--- src/rtl/alu_result_fifo.sv ---
// alu_result_fifo: show-ahead FIFO buffering ALU {status, result} pairs with a valid/ready output.
// Ports: i_clk/i_reset (sync, active-high); i_result/i_status/i_valid push side with o_ready (not full);
// o_result/o_status/o_valid head entry popped by i_ready; o_level entry count; o_drop_cnt refused pushes;
// o_flag_cnt accepted nonzero-status pushes, present only when ALU_RESULT_FIFO_FLAG_CNT_EN is defined.
module alu_result_fifo #(
    parameter int M     = 4,
    parameter int DEPTH = 4,
    parameter int CNT_W = 8
) (
    input  logic                     i_clk,
    input  logic                     i_reset,
    input  logic [M-1:0]             i_result,
    input  logic [3:0]               i_status,
    input  logic                     i_valid,
    output logic                     o_ready,
    output logic [M-1:0]             o_result,
    output logic [3:0]               o_status,
    output logic                     o_valid,
    input  logic                     i_ready,
    output logic [$clog2(DEPTH):0]   o_level,
`ifdef ALU_RESULT_FIFO_FLAG_CNT_EN
    output logic [CNT_W-1:0]         o_flag_cnt,
`endif
    output logic [CNT_W-1:0]         o_drop_cnt
);
    localparam int AW = $clog2(DEPTH);
    localparam int LW = AW + 1;

    logic [M+3:0]  mem [DEPTH];
    logic [M+3:0]  head;
    logic [AW-1:0] rd_ptr, wr_ptr, rd_nxt;
    logic [LW-1:0] level, level_nxt;
    logic          push, pop;

    assign o_valid   = level != '0;
    assign o_ready   = level != LW'(DEPTH);
    assign push      = i_valid && o_ready;
    assign pop       = o_valid && i_ready;
    assign rd_nxt    = pop ? rd_ptr + AW'(1) : rd_ptr;
    assign level_nxt = level + LW'(push) - LW'(pop);
    assign {o_status, o_result} = head;
    assign o_level   = level;

    always_ff @(posedge i_clk)
        if (push) mem[wr_ptr] <= {i_status, i_result};

    // Head is registered so it holds the last popped entry while empty; when the
    // next head slot is being written this cycle, take the incoming data directly.
    always_ff @(posedge i_clk) begin
        if (i_reset) begin
            rd_ptr     <= '0;
            wr_ptr     <= '0;
            level      <= '0;
            head       <= '0;
            o_drop_cnt <= '0;
        end else begin
            rd_ptr <= rd_nxt;
            level  <= level_nxt;
            if (push) wr_ptr <= wr_ptr + AW'(1);
            if (level_nxt != '0)
                head <= (push && rd_nxt == wr_ptr) ? {i_status, i_result} : mem[rd_nxt];
            if (i_valid && !o_ready && o_drop_cnt != '1)
                o_drop_cnt <= o_drop_cnt + CNT_W'(1);
        end
    end

`ifdef ALU_RESULT_FIFO_FLAG_CNT_EN
    always_ff @(posedge i_clk) begin
        if (i_reset)
            o_flag_cnt <= '0;
        else if (push && i_status != 4'd0 && o_flag_cnt != '1)
            o_flag_cnt <= o_flag_cnt + CNT_W'(1);
    end
`endif
endmodule

--- config.mk ---
export PLATFORM = sky130hd
export DESIGN_NAME = alu_result_fifo
export DESIGN_NICKNAME = d
export VERILOG_FILES = /design/src/rtl/alu_result_fifo.sv
export SDC_FILE = /design/constraint.sdc
export NUM_CORES = 1
export LEC_CHECK = 0
export CAP_MARGIN = 40
export CORE_ASPECT_RATIO = 0.75
export CORE_MARGIN = 2
export CORE_UTILIZATION = 55
export DETAILED_ROUTE_END_ITERATION = 10
export PLACE_DENSITY_LB_ADDON = 0.3
export SLEW_MARGIN = 0
export SYNTH_ARGS = -nofsm -noshare
export SYNTH_HDL_FRONTEND = slang
export SYNTH_SLANG_ARGS = --single-unit
--- constraint.sdc ---
create_clock -name i_clk -period 8.4 [get_ports i_clk]
set_input_delay 2.52 -clock i_clk [delete_from_list [all_inputs] [get_ports i_clk]]
set_output_delay 2.52 -clock i_clk [all_outputs]
set_load 0.01 [all_outputs]
==> impl_metrics.tcl <==
set metrics [dict create \
    power.leakage_uw 0.00103 \
    ys_types 35 \
    post-cts-setup-buffers 0 \
    hold_violations 0 \
    synthTopCellsByCount "edfxtp_1, dfxtp_1, nor2_1" \
    initial_utilization_pct 57.8 \
    peakVddDrop_v 0.000208 \
    cts_tree "done" \
    first_pass_iters 4 \
    maxCapViolations 0 \
    die_h_um 63.5 \
    netlist_area_um2 2600 \
    io_buffers 32 \
    synth.most_common_cell "edfxtp_1" \
    syn_area_per_cell_um2 13.7 \
    initialDrtViolationCount 87 \
    root_buffer "clkbuf_8" \
    path_clk_slew_ps 90 \
    post_cts_resize_count 0 \
    fin_area_um2 3050 \
    drive_above_1_share_pct 12.6 \
    finClkSkew_ps 6.89 \
    layout.nets 241 \
    r2r-start "o_level[1]$_SDFF_PP0_" \
    max_slew.worst_pin.slew_ps 801 \
    clock_latency_ps 310 \
    slew_violations 0 \
    gp_congestion 0.774 \
    grt_max_degree 18 \
    antenna_found_initial 0 \
    synth_area_leaders "edfxtp_1, dfxtp_1, mux4_2" \
    hp-class "flip-flop to flip-flop" \
    vias_per_cell 5.90 \
    syn_inst 190 \
    dr_total_vias 1647 \
    dr_wl_met3_um 289 \
    drt-wirelength-per-cell_um 18.3 \
    gr-total-overflow 0 \
    cp.arrival_ps 5540 \
    reg2reg_to "head[1]$_SDFFE_PP0P_" \
    num_rows 21 \
    htreeDepth 2 \
    crit_path_top_delay_cell "clkdlybuf4s50_1" \
    grt_pass1_vias 1661 \
    async_flop_share_pct 0 \
    placedCellCount 271 \
    met1_length_um 2160 \
    grt.total_usage_pct 20.7 \
    dr_wl_met2_um 2560 \
    reg2reg_slack_ps 5010 \
    wl_um 5100 \
    cp.required_ps 8640 \
    dieArea_um2 5290 \
    hold_path_startpoint "head[7]$_SDFFE_PP0P_" \
    setup_viol 0 \
    drcViolationCount 0 \
    status "finished clean" \
    ant_nets 0 \
    synth-seq-cells 55 \
    fin_util_pct 67.8 \
    coreArea_um2 4490 \
    worst_setup_path_start_kind "primary input" \
    rsz0062_at_grt "false" \
    whs_endpoint "head[7]$_SDFFE_PP0P_" \
    max_stage_delay_ps 500 \
    cts_buffers 5 \
    end_kind "flip-flop" \
    finalSetupTns_ps 0 \
    grt_pass1_wl_um 8260 \
    yosys_warnings 0 \
    yosysSeqAreaShare_pct 54.7 \
    reg2reg_depth 12 \
    worstPathMaxFanout 10 \
    die_x_um 83.4 \
    final_cells 279 \
    path_class "primary input to flip-flop" \
    slew-limit-headroom_pct 46.5 \
    hold_buffers 0 \
    cts.sinks 55 \
    synthFlopType "edfxtp_1" \
    synth_top_area_share_pct 37.0 \
    synth_nets 210 \
    finalCritPeriodShare_pct 63.1 \
    top_layer_used "met4" \
    min_period_ps 5300 \
    synth_top_area_cell "edfxtp_1" \
    dpl_cell_area_um2 2970 \
    cp_cell_sequence "clkdlybuf4s50_1 -> nor2b_1 -> inv_1 -> ha_1 -> inv_1 -> ha_1 -> fa_1 -> xor3_2 -> nand2_1 -> nor2_1 -> a22oi_1 -> o21ai_1" \
    max_freq_mhz 189 \
    synth_edf_count 32 \
    pwr_density_cell_nw_per_um2 275 \
    cts_max_path_buffers 2 \
    dp_hpwl_um 3710 \
    antenna_cells 0 \
    ios 33 \
    area_growth_pct 17.3 \
    hold_path_depth 2 \
]
where the power goes:
group / internal [uW] / total, uW / switching, uW
Combinational: 171 / 319 / 147
Sequential: 330 / 379 / 48.6
Clock: 58.7 / 140 / 80.9
cells in the final DEF (no fill, tap or decap), drive strengths merged, types with 5 or more instances in the layout:
| cell type | netlist | layout |
|---|---|---|
| a21oi | 5 | 5 |
| a22oi | 8 | 8 |
| clkbuf | 5 | 7 |
| clkdlybuf4s50 | 0 | 32 |
| dfxtp | 23 | 23 |
| edfxtp | 32 | 32 |
| ha | 7 | 7 |
| inv | 9 | 9 |
| mux2i | 11 | 11 |
| mux4 | 14 | 14 |
| nand3 | 6 | 6 |
| nor2 | 16 | 16 |
| o21ai | 10 | 10 |
| xnor2 | 8 | 8 |
layout make-up:
type / instances / area (um^2)
fillers: 303 / 1450
flip-flops and latches: 55 / 1420
multi-input cells: 116 / 1090
repair buffers: 34 / 350
clock buffers: 7 / 76.3
well taps: 57 / 71.3
inverters: 9 / 33.8
clock inverters: 1 / 5.00
layer usage:
metal,vias to the layer above,global-route usage (%)
li1,773,-
met3,7,4.85
met4,0,8.40
met2,44,34.5
met5,-,0
met1,823,26.4
kinds of logic after synthesis:
kind of cell / share of synthesized area [%]
AO/OA/AOI/OAI: 7.27
XOR/XNOR: 5.20
adder cells (fa/ha/maj): 4.14
buffers and inverters: 3.71
flip-flops: 54.7
multiplexers: 16.5
AND/OR/NAND/NOR: 8.43
worst max-delay path: cells and delay by family:
kind | cells | cell delay, ps
buffers and inverters | 3 | 660
adder cells (fa/ha/maj) | 3 | 870
XOR/XNOR | 1 | 240
AO/OA/AOI/OAI | 2 | 260
AND/OR/NAND/NOR | 3 | 980
how the worst max path moves through the flow:
stage	from	end	slack (ps)	cells after the start
2_1_floorplan	i_ready	head[4]$_SDFFE_PP0P_	3580	14
3_3_place_gp	i_valid	head[5]$_SDFFE_PP0P_	2940	12
3_5_place_dp	i_valid	head[1]$_SDFFE_PP0P_	2770	12
4_1_cts	i_valid	head[1]$_SDFFE_PP0P_	3080	12
5_1_grt	i_valid	head[1]$_SDFFE_PP0P_	2890	12
6_report	i_valid	head[1]$_SDFFE_PP0P_	3100	12
registers in the layout, summed over array words and instances (netlist names):
register    flops
mem            32
head            8
o_drop_cnt      8
o_level         3
rd_ptr          2
wr_ptr          2
metrics by stage:
stage               worst slack, ps  hold WS, ps  total power [uW]
global placement               2940          475               677
CTS                            3080          510               841
finish                         3100          505               837
floorplan                      3580          523               595
detailed placement             2770          484               706
global route                   2890          542               884
(Power assumes the default switching activity.)
